<file path="src/rtl/jk_excitation_driver.sv">
// jk_excitation_driver: drives a bank of external JK flip-flops towards a requested
// state, checks the q feedback after each drive, and re-drives a bounded number of
// times before reporting failure through a sticky error flag.
module jk_excitation_driver #(
    parameter int WIDTH     = 4,
    parameter int MAX_RETRY = 3
) (
    input  logic             clk,
    input  logic             reset,
    input  logic             tgt_valid,
    input  logic [WIDTH-1:0] tgt_data,
    input  logic             tgt_mode,
    output logic             tgt_ready,
    input  logic [WIDTH-1:0] q_fb,
    output logic [WIDTH-1:0] j,
    output logic [WIDTH-1:0] k,
    output logic             done,
    output logic             err,
    output logic [1:0]       retry_cnt
);

    typedef enum logic [2:0] {
        IDLE,
        DRIVE,
        CHECK,
        DONE,
        ERROR
    } state_t;

    localparam logic [1:0] RETRY_LIMIT = 2'(MAX_RETRY);

    state_t           state;
    logic [WIDTH-1:0] target;
    logic             mode;

    // Excitation for the current q towards the target: set/reset in mode 0, toggle in mode 1.
    function automatic logic [2*WIDTH-1:0] excite(
        input logic [WIDTH-1:0] cur,
        input logic [WIDTH-1:0] tgt,
        input logic             tog
    );
        logic [WIDTH-1:0] jv;
        logic [WIDTH-1:0] kv;
        if (tog) begin
            jv = cur ^ tgt;
            kv = cur ^ tgt;
        end else begin
            jv = tgt & ~cur;
            kv = cur & ~tgt;
        end
        return {jv, kv};
    endfunction

    // Request sequencing: accept, drive for one cycle, verify feedback, retry or finish.
    always_ff @(posedge clk) begin
        if (reset) begin
            state     <= IDLE;
            tgt_ready <= 1'b1;
            j         <= '0;
            k         <= '0;
            done      <= 1'b0;
            err       <= 1'b0;
            retry_cnt <= 2'd0;
            target    <= '0;
            mode      <= 1'b0;
        end else begin
            done <= 1'b0;
            case (state)
                IDLE: begin
                    if (tgt_valid && tgt_ready) begin
                        target    <= tgt_data;
                        mode      <= tgt_mode;
                        err       <= 1'b0;
                        retry_cnt <= 2'd0;
                        {j, k}    <= excite(q_fb, tgt_data, tgt_mode);
                        tgt_ready <= 1'b0;
                        state     <= DRIVE;
                    end
                end
                DRIVE: begin
                    j     <= '0;
                    k     <= '0;
                    state <= CHECK;
                end
                CHECK: begin
                    if (q_fb == target) begin
                        done  <= 1'b1;
                        state <= DONE;
                    end else if (retry_cnt < RETRY_LIMIT) begin
                        retry_cnt <= retry_cnt + 2'd1;
                        {j, k}    <= excite(q_fb, target, mode);
                        state     <= DRIVE;
                    end else begin
                        err   <= 1'b1;
                        state <= ERROR;
                    end
                end
                DONE: begin
                    tgt_ready <= 1'b1;
                    state     <= IDLE;
                end
                ERROR: begin
                    tgt_ready <= 1'b1;
                    state     <= IDLE;
                end
                default: begin
                    j         <= '0;
                    k         <= '0;
                    tgt_ready <= 1'b1;
                    state     <= IDLE;
                end
            endcase
        end
    end

endmodule
</file>
<file path="config.mk">
export PLATFORM = sky130hd
export DESIGN_NAME = jk_excitation_driver
export DESIGN_NICKNAME = d
export VERILOG_FILES = /design/src/rtl/jk_excitation_driver.sv
export SDC_FILE = /design/constraint.sdc
export NUM_CORES = 1
export LEC_CHECK = 0
export BUFFER_PORTS_ARGS = -buffer_cell sky130_fd_sc_hd__buf_2
export CORE_MARGIN = 2
export CORE_UTILIZATION = 40
export DETAILED_ROUTE_END_ITERATION = 16
export PLACE_DENSITY_LB_ADDON = 0.08
export SLEW_MARGIN = 0
export SYNTH_ARGS = -nofsm -noshare
export SYNTH_HDL_FRONTEND = slang
export SYNTH_SLANG_ARGS = --single-unit
export TNS_END_PERCENT = 100
</file>
<file path="constraint.sdc">
create_clock -name clk -period 3.8 [get_ports clk]
set_input_delay 0 -clock clk [delete_from_list [all_inputs] [get_ports clk]]
set_output_delay 0 -clock clk [all_outputs]
set_load 0.01 [all_outputs]
</file>
* Yosys cells after proc, flatten, opt, wreduce, memory -nomap -nowiden
Cells that the tools add are included.
Cells by class: $add $sub $neg 1, order comparisons 1, equality and inequality tests 9, muxes and demuxes 26, bitwise operators 12, reductions and logical operators 11
Operators by type and width (number):
- 2-to-1 mux 4 bit | 10
- case mux 4 bit (3 select lines) | 2
- AND 4 bit | 4
- inverter 4 bit | 3
- AND reduction 4 bit | 3
- 2-to-1 mux 3 bit | 3
- case mux 3 bit (3 select lines) | 1
- inequality test 2 bit (second input constant) | 4
- bitwise XOR 4 bit | 2
- == test 3 x 2 -> 1 bit (second input constant) | 2
- 2-to-1 mux 2 bit | 3
- OR reduction 2 bit | 3
- == test 4 bit | 1
- 2-to-1 mux 1 bit | 4
- case mux 1 bit (2 select lines) | 2
- case mux 2 bit (2 select lines) | 1
- AND reduction 2 bit | 2
- == test 3 x 1 -> 1 bit (second input constant) | 1
- == test 3 bit (second input constant) | 1
- logical NOT 3 bit | 1
- inverter 1 bit | 3
- adder 2 x 1 -> 2 bit (second input constant) | 1
- < comparator 2 bit (second input constant) | 1
- nonzero test 2 bit | 1
- logical AND 1 bit | 1
Storage, ports and cells: register bits 21, input port bits 12, word-level logic and storage cells 69

* Logic depth before layout (Yosys ltp)
Gate-level depths: netlist (run 1).
depth in word-level cells 6, gate-level depth with buffers 6, depth with buffers taken out 6

* Worst setup path before layout (run 1)
OpenSTA, ideal clock, no wires.
path kind reg2reg, start register target[2], end register j[0], setup time 0.118 ns, arrival time 1.294 ns, data required time 3.682 ns, slack 2.388 ns, cell stages (with the launch flop) 6, path buffers 0, cell sequence dfxtp_1 -> ha_1 -> and4_1 -> o21ai_1 -> a21oi_2 -> o2bb2ai_1
On the way: word-level cells in the longest chain between the ends 3
Ends and longest elaborated chain:
- start: declaration | RTL line 33 | logic [WIDTH-1:0] target;
- start signal: assignment | RTL line 71 | target <= tgt_data;
- == test 4 bit | RTL line 86 | if (q_fb == target) begin
- inequality test 2 bit (no line)
- AND reduction 4 bit (no line)
- end signal: assignment | RTL line 75 | {j, k} <= excite(q_fb, tgt_data, tgt_mode);
- end signal: assignment | RTL line 91 | {j, k} <= excite(q_fb, target, mode);
- end: declaration | RTL line 15 | output logic [WIDTH-1:0] j,
Every way passes these cells. A chain may end at the register's enable or synchronous reset.

* Worst setup path in the final report (run 1)
start register state[1], end register k[1]
On the way: word-level cells in the longest chain between the ends 4
Ends and longest elaborated chain:
- start: declaration | RTL line 32 | state_t state;
- start signal: assignment | RTL line 57 | state <= IDLE;
- start signal: assignment | RTL line 77 | state <= DRIVE;
- start signal: assignment | RTL line 83 | state <= CHECK;
- == test 3 bit / == test 3 x 2 -> 1 bit (equally long branches) | RTL line 68 | case (state)
- OR reduction 2 bit (no line)
- inverter 1 bit (no line)
- AND reduction 4 bit (no line)
- end signal: assignment | RTL line 75
- end signal: assignment | RTL line 91
- end: declaration | RTL line 16 | output logic [WIDTH-1:0] k,
Parallel ways exist; a longest one is shown, timed or not.

==> results of run 1 <==
## final cells by class
cell class / instances / area, um2 / share of cell area, %
Tap cell: 46 / 57.6 / 3.83
Timing Repair Buffer: 24 / 120 / 7.99
Inverter: 19 / 71.3 / 4.75
Multi-Input combinational cell: 117 / 807 / 53.7
Clock buffer: 4 / 26.3 / 1.75
Sequential cell: 21 / 420 / 28.0
## per-stage QoR
step,power (mW),instance area [um2],hold WS [ns],worst slack [ns],std cells
floorplan,0.335,1340,0.0793,2.39,164
global placement,0.368,1480,0.346,1.96,227
detailed placement,0.372,1480,0.349,1.87,227
CTS,0.481,1500,0.0237,1.86,231
global route,0.510,1500,0.0239,1.65,231
finish,0.473,1500,0.0316,1.84,231
## layer usage
| layer | vias to the layer above | track usage (%) |
|---|---|---|
| li1 | 615 | - |
| met1 | 559 | 21.8 |
| met2 | 19 | 28.7 |
| met3 | 2 | 2.48 |
| met4 | 0 | 5.47 |
| met5 | - | 0 |
## Yosys cell counts
cell	instances	share of area, %
a31oi_1	2	0.93
or3_1	3	1.4
clkbuf_1	1	0.28
nand2b_1	5	2.3
o21ai_0	5	1.9
dfxtp_1	21	31
o21ai_1	1	0.37
nor2_4	1	0.84
o21a_1	2	1.1
nand3b_4	1	1.5
and4_1	1	0.65
nand4_1	1	0.47
or2_1	1	0.47
nor3_1	8	3.0
ha_1	17	16
a21oi_1	23	8.6
inv_1	19	5.3
buf_2	5	1.9
mux2i_1	1	0.75
nand2_1	6	1.7
a21oi_2	1	0.65
nand2_2	1	0.47
nor2_1	16	4.5
and3b_1	1	0.65
nand3_1	4	1.5
a211oi_1	6	3.4
o2bb2ai_1	8	5.2
buf_6	1	0.84
nand2b_4	2	2.1
## worst paths after layout
check | slack [ns] | from | endpoint | depth (start not counted)
hold / removal | 0.03 | reset | target[3] | 2
hold reg to reg | 0.48 | k[2] | k[2] | 1
setup reg to reg | 1.84 | state[1] | k[1] | 4
setup / recovery | 1.84 | state[1] | k[1] | 4
## sequential cells by signal, indices dropped and copies added (netlist names)
register	cells
done	1
err	1
state	3
tgt_ready	1
mode	1
target	4
k	4
retry_cnt	2
j	4
## power by group
part / internal (mW) / leakage (nW) / switching (mW)
logic: 0.0482 / 0.487 / 0.0657
clock network: 0.0409 / 0.0150 / 0.0666
registers: 0.234 / 0.171 / 0.0174
## cell usage in the layout (no fill, tap or decap)
cell | netlist | final
or2_1 | 1 | 1
a21oi_2 | 1 | 1
nand4_1 | 1 | 1
nor3_1 | 8 | 8
o21a_1 | 2 | 2
nor2_4 | 1 | 1
o21ai_0 | 5 | 5
a31oi_1 | 2 | 2
dfxtp_1 | 21 | 21
nand3_1 | 4 | 4
nand2b_4 | 2 | 2
or3_1 | 3 | 3
o21ai_1 | 1 | 1
nor2_1 | 16 | 16
mux2i_1 | 1 | 1
nand3b_4 | 1 | 1
ha_1 | 17 | 17
a21oi_1 | 23 | 23
buf_2 | 5 | 24
o2bb2ai_1 | 8 | 8
and3b_1 | 1 | 1
clkbuf_4 | 0 | 3
nand2_1 | 6 | 6
nand2b_1 | 5 | 5
nand2_2 | 1 | 1
and4_1 | 1 | 1
inv_1 | 19 | 19
clkbuf_1 | 1 | 1
a211oi_1 | 6 | 6
## kinds of logic (layout without fill, tap and decap cells)
logic type                 Yosys count  after routing  share of synthesized area [%]
AOI/OAI and AO/OA                   48             48                           22.1
and+or+nand+nor                     51             51                           21.5
muxes                                1              1                          0.748
buffers and inverters               26             47                           8.32
adders and majority gates           17             17                           15.9
DFF                                 21             21                           31.4
==> results.py, run 1 <==
metrics = {
    "critical_path": {
        "end_kind": "register",
        "setup.worst_path.class": "reg -> reg",
        "slowest_stage": "dfxtp_1",
        "critical_path_buf_inv_count": 0,
        "path_cells": "nand3b_4, o21ai_1, a21oi_2, o2bb2ai_1",
        "critical_path_peak_fanout": 27,
        "worst-endpoint-required_ns": 4.04,
        "worst_setup_path_start_kind": "register",
        "crit_path_max_incr_delay_ns": 0.93,
        "cp_top_family": "flip-flops",
        "timing.critical_path.arrival_ns": 2.19,
    },
    "final_layout": {
        "synthToLayoutAreaGrowth_pct": 12.2,
        "fin_util_pct": 45.8,
        "layout_nets": 215,
        "number_of_antenna_cells_inserted": 0,
        "drive_above_1_share_pct": 17.8,
        "final.fill_count": 349,
    },
    "cts": {
        "clkSinkCount": 21,
        "largest_buffer_count_on_any_clock_path": 2,
        "post_cts_buffers": 0,
        "clk_latency_worst_skew_pair_ns": 0.30,
        "worst_setup_hold_path_clk_slew_ns": 0.12,
        "post_cts_hold_buffer_count": 0,
        "cts_tree": "done",
        "ctsHtreeMaxLevel": 1,
        "numCtsBuffers": 3,
        "postCtsResizedCells": 0,
        "root_buffer": "clkbuf_4",
    },
    "drt": {
        "wire_per_inst_um": 12.6,
        "drc_errors": 0,
        "routed.top_layer": "met4",
        "wirelength_met1_um": 1360,
        "detailroute.wirelength.met2_um": 1440,
        "via_count": 1195,
        "vias_per_cell": 5.17,
        "met3WireLength_um": 94,
        "drt_wl_total_um": 2910,
        "ant_nets": 0,
        "drt-initial-drc-count": 43,
        "first_pass_iters": 4,
    },
    "floorplanning": {
        "initial_core_utilization_pct": 40.8,
        "core_area_mm2": 0.00328,
        "rows": 21,
        "floorplan.die.height_um": 61.9,
        "die-area_mm2": 0.00383,
        "die_w_um": 61.9,
        "ios": 25,
    },
    "placement": {
        "final_weighted_congestion_of_routability_driven_global_placement": 0.765,
        "place.port_buffers": 24,
        "place_hpwl_um": 2310,
    },
    "timing": {
        "unrepaired_setup_endpoints_after_global_routing": "no",
        "fin_worst_skew_ns": 0.000605,
        "relative_slew_margins_pct": 40.1,
        "worstMarginPinSlew_ns": 0.897,
        "min_period_over_period_pct": 51.5,
        "maxClockFrequency_ghz": 0.511,
        "timing.final.crit_period_ns": 1.96,
        "final_hold_viol_count": 0,
        "finalSetupTns_ns": 0,
        "final_report_setup_violation_count": 0,
        "final-max-slew-violation-count": 0,
    },
    "yosys": {
        "avgSynthCellArea_um2": 8.16,
        "synthesis.instances": 164,
        "synth.cell_area_mm2": 0.00134,
        "ys_warns": 0,
        "syn-num-nets": 193,
        "yosysSeqAreaShare_pct": 31.4,
        "synth.distinct_cells": 29,
        "postSynthRegisterBits": 21,
    },
    "grt": {
        "total_track_usage_pct": 16.8,
        "number_of_global_route_vias_before_repair": 1077,
        "grt_pass1_wl_um": 4790,
        "overflow": 0,
        "maximum_number_of_pins_on_one_net_before_global_route_repair": 28,
        "grt_antenna_before_repair": 0,
    },
    "power_and_ir_drop": {
        "power.density_mw_per_mm2": 315,
        "power_leakage_nw": 0.674,
        "highest_ir_drop_seen_on_vdd_mv": 0.160,
    },
    "job": {
        "timing.max_cap.violations": 0,
    },
    "min_path": {
        "hold_class": "in -> reg",
    },
    "status": {
        "status": "finished clean",
    },
}
No activity file was read; power rests on OpenSTA's default activity.
==> run 2, diff against run 1 <==
==> constraint.sdc (replaced) <==
create_clock -name clk -period 1.95 [get_ports clk]
set_input_delay 0 -clock clk [delete_from_list [all_inputs] [get_ports clk]]
set_output_delay 0 -clock clk [all_outputs]
set_load 0.01 [all_outputs]
==> run 2 against run 1 <==
  * Register-to-register slack got worse by 1.5 ns
  * Via count down 0.50%
  * Flip-flop and latch count unchanged
  * Clock skew grew 0.011 ns
  * Setup slack worse by 1.5 ns
  * Non-clock buffer count increased by 2
  * Critical endpoint is now j[0]
==> results.py, run 2 (synthesized netlist as in run 1, its figures left out) <==
metrics = {
    "final_layout": {
        "synthToLayoutAreaGrowth_pct": 13.4,
        "number_of_antenna_cells_inserted": 0,
        "fin_util_pct": 46.2,
        "largest_registers": "j: 4 flops, k: 4 flops, target: 4 flops",
        "layout_nets": 217,
        "final_common_cell": "buf_2",
        "drive_above_1_share_pct": 18.7,
        "mostFrequentLayoutCells": "24 x buf_2, 23 x a21oi_1, 21 x dfxtp_1, 19 x inv_1, 17 x ha_1",
    },
    "timing": {
        "min_period_over_period_pct": 84.8,
        "worstMarginPinSlew_ns": 0.457,
        "hold_slack_ns": 0.0234,
        "relative_slew_margins_pct": 69.5,
        "finalSetupTns_ns": 0,
        "unrepaired_setup_endpoints_after_global_routing": "no",
        "final_hold_viol_count": 0,
        "fin_worst_skew_ns": 0.0116,
        "timing.final.crit_period_ns": 1.65,
        "maxClockFrequency_ghz": 0.605,
        "final_report_setup_violation_count": 0,
        "final-max-slew-violation-count": 0,
    },
    "floorplanning": {
        "ios": 25,
        "rows": 21,
        "floorplan.die.height_um": 61.9,
        "core_area_mm2": 0.00328,
        "initial_core_utilization_pct": 40.8,
        "die-area_mm2": 0.00383,
        "die_w_um": 61.9,
    },
    "power_and_ir_drop": {
        "power.density_mw_per_mm2": 617,
        "power_leakage_nw": 0.684,
        "highest_ir_drop_seen_on_vdd_mv": 0.349,
    },
    "job": {
        "timing.max_cap.violations": 0,
    },
    "placement": {
        "final_weighted_congestion_of_routability_driven_global_placement": 0.836,
        "place_hpwl_um": 2210,
        "place.port_buffers": 24,
    },
    "grt": {
        "maximum_number_of_pins_on_one_net_before_global_route_repair": 17,
        "grt_antenna_before_repair": 0,
        "overflow": 0,
        "total_track_usage_pct": 16.7,
        "grt_pass1_wl_um": 4780,
        "number_of_global_route_vias_before_repair": 1039,
    },
    "min_path": {
        "hold_path_depth": 2,
        "hold_path_start": "reset",
        "hold_class": "in -> reg",
    },
    "cts": {
        "cts_tree": "done",
        "numCtsBuffers": 3,
        "root_buffer": "clkbuf_4",
        "clk_latency_worst_skew_pair_ns": 0.31,
        "largest_buffer_count_on_any_clock_path": 2,
        "ctsHtreeMaxLevel": 1,
        "postCtsResizedCells": 0,
        "clkSinkCount": 21,
        "post_cts_hold_buffer_count": 0,
        "worst_setup_hold_path_clk_slew_ns": 0.13,
        "post_cts_buffers": 0,
    },
    "critical_path": {
        "timing.critical_path.arrival_ns": 1.89,
        "worst_setup_path_start_kind": "register",
        "critical_path.reg2reg.startpoint": "target[2]",
        "critical_path_peak_fanout": 8,
        "worst-endpoint-required_ns": 2.19,
        "ff2ff_path_depth": 5,
        "setup.worst_path.class": "reg -> reg",
        "crit_start": "target[2]",
        "end_kind": "register",
    },
    "drt": {
        "ant_nets": 0,
        "via_count": 1189,
        "wire_per_inst_um": 12.4,
        "first_pass_iters": 4,
        "drc_errors": 0,
        "vias_per_cell": 5.10,
        "drt-initial-drc-count": 42,
        "drt_wl_total_um": 2900,
    },
    "status": {
        "status": "finished clean",
    },
}
-- run 2: per-layer routing --
metal | vias up | wire [um] | global-route usage [%]
li1 | 617 | - | -
met1 | 547 | 1460 | 22.9
met2 | 23 | 1310 | 27.4
met3 | 2 | 117 | 3.11
met4 | 0 | 12 | 3.65
met5 | - | 0 | 0
-- run 2: path summary, 6_finish.rpt --
check / endpoint / slack [ns]
worst max register to register: j[0] / 0.30
worst max-delay path: j[0] / 0.30
worst min register to register: j[2] / 0.47
worst min-delay path: target[3] / 0.02
-- run 2: worst max-delay path: stages, from the launching register on --
cell,delay [ns]
dfxtp_1,0.35
ha_1,0.33
and4_1,0.24
o21ai_1,0.12
a21oi_2,0.38
o2bb2ai_1,0.16
-- run 2: where the power goes --
part	leakage (nW)	total (mW)	switching (mW)	internal, mW
Combinational	0.498	0.233	0.137	0.0959
Sequential	0.171	0.481	0.0248	0.456
Clock	0.0150	0.222	0.142	0.0798
-- run 2: metrics by stage --
step	instances	instance area (um2)	total power, mW	worst slack [ns]
6_report	233	1520	0.936	0.297
3_5_place_dp	229	1490	0.725	0.344
2_1_floorplan	164	1340	0.653	0.538
3_3_place_gp	229	1490	0.721	0.434
4_1_cts	233	1520	0.942	0.311
5_1_grt	233	1520	1.00	0.124
-- run 2: cell type report --
class	instances	area (um2)
Tap cell	46	57.6
Timing Repair Buffer	26	135
Sequential cell	21	420
Multi-Input combinational cell	117	807
Clock buffer	4	26.3
Fill cell	326	1770
Inverter	19	71.3
==> run 3, diff against run 2 <==
==> constraint.sdc (replaced) <==
create_clock -name clk -period 1.36 [get_ports clk]
set_input_delay 0 -clock clk [delete_from_list [all_inputs] [get_ports clk]]
set_output_delay 0 -clock clk [all_outputs]
set_load 0.01 [all_outputs]
==> run 3 against run 2 <==
  * The flow now finishes with violations (negative setup slack)
  * Die area did not move
  * Sequential power rose by 44%
  * Combinational power rose by 81%
  * Design area rose by 15%
  * Worst hold slack improved by 0.018 ns
  * Maximum frequency rose by 15%
  * Clock power rose by 44%
  * Sequential share of layout area fell by 3.3 points
  * Core utilization rose by 7.1 points
  * Largest cell class unchanged
  * Highest routed layer unchanged
==> results.py, run 3 (synthesized netlist as in run 1, its figures left out) <==
metrics = {
    "drt": {
        "drc_errors": 0,
        "via_count": 1216,
        "first_pass_iters": 4,
        "vias_per_cell": 4.88,
        "drt_wl_total_um": 3160,
        "ant_nets": 0,
        "drt-initial-drc-count": 39,
        "wire_per_inst_um": 12.7,
    },
    "floorplanning": {
        "floorplan.die.height_um": 61.9,
        "rows": 21,
        "die_w_um": 61.9,
        "initial_core_utilization_pct": 40.8,
        "ios": 25,
        "die-area_mm2": 0.00383,
        "core_area_mm2": 0.00328,
    },
    "critical_path": {
        "setup.worst_path.class": "reg -> reg",
        "crit_path_max_incr_delay_ns": 0.36,
        "end_kind": "register",
        "worst_setup_path_start_kind": "register",
        "critical_path_peak_fanout": 8,
        "path_cells": "ha_4, and4_4, o21ai_4, a21oi_4, o2bb2ai_1",
        "timing.critical_path.arrival_ns": 1.68,
        "slowest_stage": "dfxtp_2",
        "regToRegSetupSlack_ns": -0.08,
        "critical_path.reg2reg.startpoint": "target[1]",
        "worst-endpoint-required_ns": 1.60,
        "r2r-end": "j[2]",
        "ff2ff_path_depth": 5,
    },
    "timing": {
        "min_period_over_period_pct": 106,
        "fin_worst_skew_ns": 0.0212,
        "worstMarginPinSlew_ns": 0.311,
        "hold_slack_ns": 0.0410,
        "final_report_setup_violation_count": 11,
        "timing.final.crit_period_ns": 1.44,
        "final_critical_path_setup_slack_ns": -0.0777,
        "final-max-slew-violation-count": 0,
        "relative_slew_margins_pct": 79.1,
        "finalSetupTns_ns": -0.687,
        "unrepaired_setup_endpoints_after_global_routing": "yes",
        "maxClockFrequency_ghz": 0.696,
        "final_hold_viol_count": 0,
    },
    "power_and_ir_drop": {
        "power.density_mw_per_mm2": 817,
        "power.combinational.fraction_pct": 29.4,
        "sequentialPowerShare_pct": 48.4,
        "power.internal_mw": 0.963,
        "highest_ir_drop_seen_on_vdd_mv": 0.700,
        "netSwitchingFraction_pct": 32.7,
        "power_leakage_nw": 0.771,
        "totalPowerFinal_mw": 1.43,
        "power_frac_clock_pct": 22.3,
        "power_switching_mw": 0.468,
    },
    "final_layout": {
        "final_common_cell": "buf_2",
        "synthToLayoutAreaGrowth_pct": 30.8,
        "layout_nets": 233,
        "fin_util_pct": 53.3,
        "final.fill_count": 324,
        "largest_registers": "j: 4 flops, k: 4 flops, target: 4 flops",
        "number_of_antenna_cells_inserted": 0,
        "mostFrequentLayoutCells": "24 x buf_2, 23 x a21oi_1, 19 x inv_1, 16 x nor2_1, 16 x buf_4",
        "drive_above_1_share_pct": 33.5,
    },
    "cts": {
        "root_buffer": "clkbuf_4",
        "cts_tree": "done",
        "numCtsBuffers": 3,
        "clkSinkCount": 21,
        "clk_latency_worst_skew_pair_ns": 0.32,
        "worst_setup_hold_path_clk_slew_ns": 0.14,
        "largest_buffer_count_on_any_clock_path": 2,
        "ctsHtreeMaxLevel": 1,
    },
    "grt": {
        "grt_antenna_before_repair": 0,
        "number_of_global_route_vias_before_repair": 1103,
        "overflow": 0,
        "total_track_usage_pct": 18.2,
        "maximum_number_of_pins_on_one_net_before_global_route_repair": 17,
        "grt_pass1_wl_um": 5180,
    },
    "min_path": {
        "hold_class": "in -> reg",
        "hold_path_start": "tgt_valid",
        "hold_path_depth": 3,
        "hold-path-endpoint": "tgt_ready",
    },
    "placement": {
        "final_weighted_congestion_of_routability_driven_global_placement": 0.756,
        "place_hpwl_um": 2490,
        "place.port_buffers": 24,
    },
    "job": {
        "timing.max_cap.violations": 0,
    },
    "status": {
        "failed_checks": "negative setup slack",
        "status": "finished with violations",
    },
}
[run 3: worst max path at each step]
stage / startpoint / endpoint / slack, ns / cells after the start
final: target[1] / j[2] / -0.08 / 5
after global routing: target[2] / retry_cnt[1] / -0.16 / 5
after CTS: target[1] / k[2] / -0.08 / 5
after detailed placement: target[2] / k[3] / -0.09 / 5
after global placement: target[1] / retry_cnt[1] / -0.04 / 5
after floorplan: retry_cnt[1] / retry_cnt[1] / 0.008 / 5
[run 3: cell type report]
| cell class | instances | area (um2) | share of cell area [%] |
|---|---|---|---|
| Sequential cell | 21 | 428 | 24.4 |
| Inverter | 19 | 71.3 | 4.07 |
| Multi-Input combinational cell | 117 | 903 | 51.6 |
| Tap cell | 46 | 57.6 | 3.29 |
| Clock inverter | 1 | 7.51 | 0.429 |
| Clock buffer | 3 | 22.5 | 1.29 |
| Timing Repair Buffer | 42 | 262 | 14.9 |
[run 3: power by group through the flow]
stage	clock network (mW)	registers, mW	logic, mW
global placement	0	0.702	0.397
CTS	0.333	0.692	0.418
global route	0.365	0.698	0.477
floorplan	0	0.710	0.249
detailed placement	0	0.704	0.405
finish	0.319	0.692	0.421
[run 3: layer usage]
metal  track usage (%)  vias to the layer above  part of all wire (%)
li1                  -                      645                     -
met1              23.3                      550                    48
met2              31.0                       19                    49
met3              4.55                        2                   2.7
met4              3.65                        0                  0.60
met5                 0                        -                     0
[run 3: metrics by stage]
stage	cells	setup WS (ns)	cell area, um2
6_report	249	-0.0777	1750
5_1_grt	249	-0.160	1750
4_1_cts	248	-0.0830	1720
3_5_place_dp	244	-0.0876	1670
3_3_place_gp	244	-0.0378	1670
2_1_floorplan	164	0.00760	1400
[run 3: timing repair]
action / 4_1_cts / 5_1_grt
resized for setup: 7 / 4
endpoints found under the setup margin: 11 / 14
pin swaps: 14 / 11
endpoints found under the hold margin: 0 / 2
cloned: 0 / 0
hold buffers: 0 / 1
buffers inserted: 0 / 0
[run 3: worst max-delay path, delay by kind of cell (launching register included)]
family                   cells  cell delay (ns)
adder cells (fa/ha/maj)      1             0.27
AO/OA/AOI/OAI                3             0.48
AND/OR/NAND/NOR              1             0.25
flip-flops                   1             0.36
